### src/rtl/div_hilo_ctrl_if.sv
// Pipeline and divider-facing signals of the divide sequencer.
// slave: the sequencer itself; master: the pipeline/divider side.
interface div_hilo_ctrl_if;
  logic        req;
  logic        is_signed;
  logic [31:0] dividend;
  logic [31:0] divisor;
  logic        mthi_we;
  logic        mtlo_we;
  logic [31:0] wdata;
  logic        busy;
  logic        done;
  logic        error;
  logic [31:0] hi;
  logic [31:0] lo;
  logic        div_start;
  logic [31:0] div_dividend;
  logic [31:0] div_divisor;
  logic        div_busy;
  logic [31:0] div_q;
  logic [31:0] div_r;

  modport slave (
    input  req, is_signed, dividend, divisor, mthi_we, mtlo_we, wdata,
    input  div_busy, div_q, div_r,
    output busy, done, error, hi, lo, div_start, div_dividend, div_divisor
  );

  modport master (
    output req, is_signed, dividend, divisor, mthi_we, mtlo_we, wdata,
    output div_busy, div_q, div_r,
    input  busy, done, error, hi, lo, div_start, div_dividend, div_divisor
  );
endinterface

### src/rtl/div_hilo_ctrl.sv
// Divide sequencer + HI/LO register file. Signed operands are reduced to
// magnitudes, the unsigned divider is launched with a one-cycle start, and
// its quotient/remainder are sign-corrected into LO/HI.
module div_hilo_ctrl #(
  parameter int          TIMEOUT    = 40,
  parameter logic [31:0] HILO_RESET = 32'h0
) (
  input logic            clock,
  input logic            reset,
  div_hilo_ctrl_if.slave bus
);
  localparam logic [1:0] S_IDLE  = 2'd0;
  localparam logic [1:0] S_START = 2'd1;
  localparam logic [1:0] S_WAIT  = 2'd2;
  localparam int CW = $clog2(TIMEOUT + 1);

  logic [1:0]    state;
  logic [CW-1:0] wait_cnt;
  logic          busy_q, done_q, error_q, start_q, neg_q, neg_r;
  logic [31:0]   hi_q, lo_q, mag_a_q, mag_b_q;
  logic [31:0]   mag_a, mag_b;

  // Operand magnitudes; 32-bit wrap keeps abs(0x80000000) = 0x80000000.
  always_comb begin
    mag_a = (bus.is_signed & bus.dividend[31]) ? (32'd0 - bus.dividend) : bus.dividend;
    mag_b = (bus.is_signed & bus.divisor[31])  ? (32'd0 - bus.divisor)  : bus.divisor;
  end

  // Sequencer, HI/LO file and divider handshake.
  always_ff @(posedge clock or posedge reset) begin
    if (reset) begin
      state    <= S_IDLE;
      wait_cnt <= '0;
      busy_q   <= 1'b0;
      done_q   <= 1'b0;
      error_q  <= 1'b0;
      start_q  <= 1'b0;
      neg_q    <= 1'b0;
      neg_r    <= 1'b0;
      hi_q     <= HILO_RESET;
      lo_q     <= HILO_RESET;
      mag_a_q  <= 32'd0;
      mag_b_q  <= 32'd0;
    end else begin
      done_q  <= 1'b0;
      start_q <= 1'b0;
      case (state)
        S_IDLE: begin
          if (bus.req) begin
            error_q <= 1'b0;
            if (bus.divisor != 32'd0) begin
              mag_a_q <= mag_a;
              mag_b_q <= mag_b;
              neg_q   <= bus.is_signed & (bus.dividend[31] ^ bus.divisor[31]);
              neg_r   <= bus.is_signed & bus.dividend[31];
              start_q <= 1'b1;
              busy_q  <= 1'b1;
              state   <= S_START;
            end else begin
              // Divide by zero resolves in IDLE without touching the divider.
              lo_q   <= 32'hFFFF_FFFF;
              hi_q   <= bus.dividend;
              done_q <= 1'b1;
            end
          end else begin
            if (bus.mthi_we) hi_q <= bus.wdata;
            if (bus.mtlo_we) lo_q <= bus.wdata;
          end
        end
        S_START: begin
          wait_cnt <= '0;
          state    <= S_WAIT;
        end
        S_WAIT: begin
          if (!bus.div_busy) begin
            lo_q   <= neg_q ? (32'd0 - bus.div_q) : bus.div_q;
            hi_q   <= neg_r ? (32'd0 - bus.div_r) : bus.div_r;
            done_q <= 1'b1;
            busy_q <= 1'b0;
            state  <= S_IDLE;
          end else if (wait_cnt == CW'(TIMEOUT - 1)) begin
            // Divider never came back: abort, HI/LO keep their old values.
            error_q <= 1'b1;
            done_q  <= 1'b1;
            busy_q  <= 1'b0;
            state   <= S_IDLE;
          end else begin
            wait_cnt <= wait_cnt + CW'(1);
          end
        end
        default: begin
          busy_q <= 1'b0;
          state  <= S_IDLE;
        end
      endcase
    end
  end

  assign bus.busy         = busy_q;
  assign bus.done         = done_q;
  assign bus.error        = error_q;
  assign bus.hi           = hi_q;
  assign bus.lo           = lo_q;
  assign bus.div_start    = start_q;
  assign bus.div_dividend = mag_a_q;
  assign bus.div_divisor  = mag_b_q;
endmodule

### src/flat_wrapper.sv
// flat-port wrapper written by rule: the top's interface ports become plain ports
module div_hilo_ctrl_flat 
#(
  parameter int          TIMEOUT    = 40,
  parameter logic [31:0] HILO_RESET = 32'h0
)
  (clock, reset, bus_req, bus_is_signed, bus_dividend, bus_divisor, bus_mthi_we, bus_mtlo_we, bus_wdata, bus_div_busy, bus_div_q, bus_div_r, bus_busy, bus_done, bus_error, bus_hi, bus_lo, bus_div_start, bus_div_dividend, bus_div_divisor);
  div_hilo_ctrl_if bus_i ();
  input logic clock;
  input logic reset;
  input wire logic [$bits(bus_i.req)-1:0] bus_req;
  input wire logic [$bits(bus_i.is_signed)-1:0] bus_is_signed;
  input wire logic [$bits(bus_i.dividend)-1:0] bus_dividend;
  input wire logic [$bits(bus_i.divisor)-1:0] bus_divisor;
  input wire logic [$bits(bus_i.mthi_we)-1:0] bus_mthi_we;
  input wire logic [$bits(bus_i.mtlo_we)-1:0] bus_mtlo_we;
  input wire logic [$bits(bus_i.wdata)-1:0] bus_wdata;
  input wire logic [$bits(bus_i.div_busy)-1:0] bus_div_busy;
  input wire logic [$bits(bus_i.div_q)-1:0] bus_div_q;
  input wire logic [$bits(bus_i.div_r)-1:0] bus_div_r;
  output wire logic [$bits(bus_i.busy)-1:0] bus_busy;
  output wire logic [$bits(bus_i.done)-1:0] bus_done;
  output wire logic [$bits(bus_i.error)-1:0] bus_error;
  output wire logic [$bits(bus_i.hi)-1:0] bus_hi;
  output wire logic [$bits(bus_i.lo)-1:0] bus_lo;
  output wire logic [$bits(bus_i.div_start)-1:0] bus_div_start;
  output wire logic [$bits(bus_i.div_dividend)-1:0] bus_div_dividend;
  output wire logic [$bits(bus_i.div_divisor)-1:0] bus_div_divisor;
  assign bus_i.req = bus_req;
  assign bus_i.is_signed = bus_is_signed;
  assign bus_i.dividend = bus_dividend;
  assign bus_i.divisor = bus_divisor;
  assign bus_i.mthi_we = bus_mthi_we;
  assign bus_i.mtlo_we = bus_mtlo_we;
  assign bus_i.wdata = bus_wdata;
  assign bus_i.div_busy = bus_div_busy;
  assign bus_i.div_q = bus_div_q;
  assign bus_i.div_r = bus_div_r;
  assign bus_busy = bus_i.busy;
  assign bus_done = bus_i.done;
  assign bus_error = bus_i.error;
  assign bus_hi = bus_i.hi;
  assign bus_lo = bus_i.lo;
  assign bus_div_start = bus_i.div_start;
  assign bus_div_dividend = bus_i.div_dividend;
  assign bus_div_divisor = bus_i.div_divisor;
  div_hilo_ctrl #(.TIMEOUT(TIMEOUT), .HILO_RESET(HILO_RESET)) u_core (.clock(clock), .reset(reset), .bus(bus_i));
endmodule
### config.mk
export PLATFORM = sky130hd
export DESIGN_NAME = div_hilo_ctrl_flat
export DESIGN_NICKNAME = d
export VERILOG_FILES = /design/src/rtl/div_hilo_ctrl_if.sv /design/src/rtl/div_hilo_ctrl.sv /design/src/flat_wrapper.sv
export SDC_FILE = /design/constraint.sdc
export NUM_CORES = 1
export LEC_CHECK = 0
export ABC_AREA = 1
export CORE_MARGIN = 8
export CORE_UTILIZATION = 44
export CTS_CLUSTER_DIAMETER = 100
export DETAILED_ROUTE_END_ITERATION = 7
export GPL_ROUTABILITY_DRIVEN = 1
export PLACE_DENSITY_LB_ADDON = 0.3
export SLEW_MARGIN = 10
export SYNTH_ARGS = -nofsm -noshare
export SYNTH_HDL_FRONTEND = slang
export SYNTH_SLANG_ARGS = --single-unit
### constraint.sdc
create_clock -name clock -period 4.97 [get_ports clock]
set_input_delay 1.2425 -clock clock [delete_from_list [all_inputs] [get_ports clock]]
set_output_delay 1.2425 -clock clock [all_outputs]
set_load 0.05 [all_outputs]
==> metrics <==
outcome complete, no violations; post-route ant nets 0; leading area contributor after synthesis dfrtp_1; Root Buffer clkbuf_16; Final GP Congestion 0.943; Die Y 166 µm; crit end category register; CP cell instances clkdlybuf4s50_1 -> inv_1 -> ha_1 -> nand3_1 -> nor3_1 -> nand2_1 -> o21ai_4 -> nand3_4 -> buf_4 -> clkinv_2 -> nand2_1 -> nand2_1; Leak Pwr 6.46 nW; maximum number of pins on one net before global-route repair 82; Max Fclk 0.294 GHz; share of cells above drive strength 1 3.31%; drt drc 0; CTS Buf Count 17; Setup WS pre-CTS 1.17 ns; clock-pin slew on the worst setup and hold paths 0.07 ns; grt peak-use layer met2; Req. time, crit path 5.28 ns; via count 11511; I/O Buffers 298; Max stage delay cell, worst path clkdlybuf4s50_1; share of the synthesized area in the top cell type 35.8%; Worst Path Buf+Inv 4; Crit Path Class primary input to register; min cycle time layout 3.40 ns; commonest cells after routing, fill and taps aside nand2_1, clkdlybuf4s50_1, nor2_1, dfrtp_1, o21ai_0; Worst Tran Pin Value 0.876 ns; Iteration-0 DRC Markers 821; Peak VDD IR 465 µV; vias per cell 5.33; Initial Util 44.3%; multi-input logic area 5690 µm²; HPWL after DPL 31500 µm; CTS sink count 142; Top delay family on crit path buffers and inverters; total design power 9.16 mW; initial antenna violation count 5; Synth warnings 0; final setup fails 0; Max Slew Vio Count 0; Synth area leaders dfrtp_1, nand2_1, nor2_1; worst setup margin 1.57 ns; Syn Area/Cell 6.27 µm²; total wire length 39900 µm; # hold bufs at CTS 0; CP peak stage delay 0.46 ns; Synth-to-Final Area Change 38.8%; Worst path most repeated cell nand2_1; Die ar. 27600 µm²; P per Cell Area 664 nW/µm²; CTS tree built; fill count 2142; Setup TNS 0 ns; RSZ-0062 raised after global routing false; leading cell type in the layout, fill and taps excluded nand2_1; setup bufs post-CTS 0; Initial DRT Pass Iterations 6; Nets 2030; GR Overflow Total 0; Worst-Skew Late Latency 0.43 ns; unique cell type count in the Yosys netlist 36; GRT Overall Usage 28.5%; met2 usage 47.1%; Setup Skew 0.00934 ns; first-pass GRT wire length 62400 µm; Syn Nets 1755; post-CTS sizing 0; Core Region 22400 µm²; CTS H-tree lvls 4; WL/cell 18.5 µm; CP Launch Type primary input; period utilization 68.4%; width of the chip 166 µm; Cells after Synth 1583; FP Rows 55; Post-Syn Area 9930 µm²; crit path max fanout 37; min-delay worst type register to register; met1 Usage GRT 36.1%; Reg area 3550 µm²; hold_ws 0.482 ns; clk buf depth 2; Critical Path AT 3.71 ns; Max Cap Viol 0; FF+latch count, synth 142; Ports 299; Rel. slew slack 41.5%; Hold Fails Final Rpt 0; vias in the first global route 11218; sequential share of the synthesized area 35.8%; met3 Use GR 5.87%
-- area by class of cell --
cell class / instances / share of cell area [%]
Inverter: 117 / 3.22
Timing Repair Buffer: 311 / 22.6
Clock inverter: 12 / 1.08
Tap cell: 285 / 2.59
Antenna cell: 5 / 0.0907
Clock buffer: 20 / 3.38
Sequential cell: 142 / 25.8
Multi-Input combinational cell: 1269 / 41.3
-- state kept, by name (all words and copies together) (netlist names) --
signal / flops
u_core.bus.done: 1
u_core.bus.div_divisor: 32
u_core.bus.busy: 1
u_core.bus.div_dividend: 32
u_core.bus.div_start: 1
u_core.state: 2
u_core.bus.lo: 32
u_core.bus.hi: 32
u_core.neg_r: 1
u_core.bus.error: 1
u_core.neg_q: 1
u_core.wait_cnt: 6
-- metal layers --
layer  wire length (µm)  part of all wire (%)
met1              17200                    43
met2              18800                    47
met3               2710                   6.8
met4               1150                   2.9
met5                 25                 0.063
-- per-stage QoR --
step                      cell area [µm²]  utilization [%]  std cells
after floorplan                      9940                -       1583
after global placement              13200             58.7       2124
after detailed placement            13200             58.7       2124
after CTS                           13800             61.4       2156
after global routing                13800             61.5       2160
final                               13800             61.5       2161
-- final timing paths --
path / from / to / slack [ns] / cells past startpoint
max in group asynchronous: reset / u_core.bus.lo[9]$_DFFE_PP0P_ / 2.75 / 3
setup / recovery: bus_divisor[0] / u_core.bus.hi[8]$_DFFE_PP0P_ / 1.57 / 12
min in group asynchronous: reset / u_core.bus.div_divisor[2]$_DFFE_PP0P_ / 1.40 / 2
hold reg to reg: u_core.bus.lo[28]$_DFFE_PP0P_ / u_core.bus.lo[28]$_DFFE_PP0P_ / 0.48 / 2
hold / removal: u_core.bus.lo[28]$_DFFE_PP0P_ / u_core.bus.lo[28]$_DFFE_PP0P_ / 0.48 / 2
setup reg to reg: u_core.state[0]$_DFFE_PP0P_ / u_core.bus.hi[8]$_DFFE_PP0P_ / 2.25 / 11
-- worst min-delay path, stage by stage, from the launching register on --
cell and delay [ns]:
dfrtp_1 0.35, nand2_1 0.05, nand2_1 0.05
-- cell families after synthesis --
group	Yosys count	synth area share (%)
AOI/OAI and AO/OA	198	10.9
xor gates and xnor gates	41	3.62
adders and majority gates	5	0.630
buffers and inverters	172	6.97
DFF	142	35.8
and+or+nand+nor	1025	42.1
-- Yosys cell counts (all sizes together) --
cell	instances
nand2	641
nor2	210
dfrtp	142
o21ai	137
nand3	119
inv	114
xor2	35
clkbuf	33
a21oi	30
nand3b	27
buf	22
o21bai	16
nand4	15
nor3	8
xnor2	6
ha	5
o31ai	4
or2	4
a32oi	3
clkinv	3
o22ai	3
o211ai	2
a21boi	1
a31o	1
a31oi	1
nor3b	1
-- power breakdown --
part           internal, mW  switching [mW]
sequential             1.72           0.350
combinational          1.75            3.98
clock                 0.794           0.564
No activity file was read; power rests on OpenSTA's default activity.
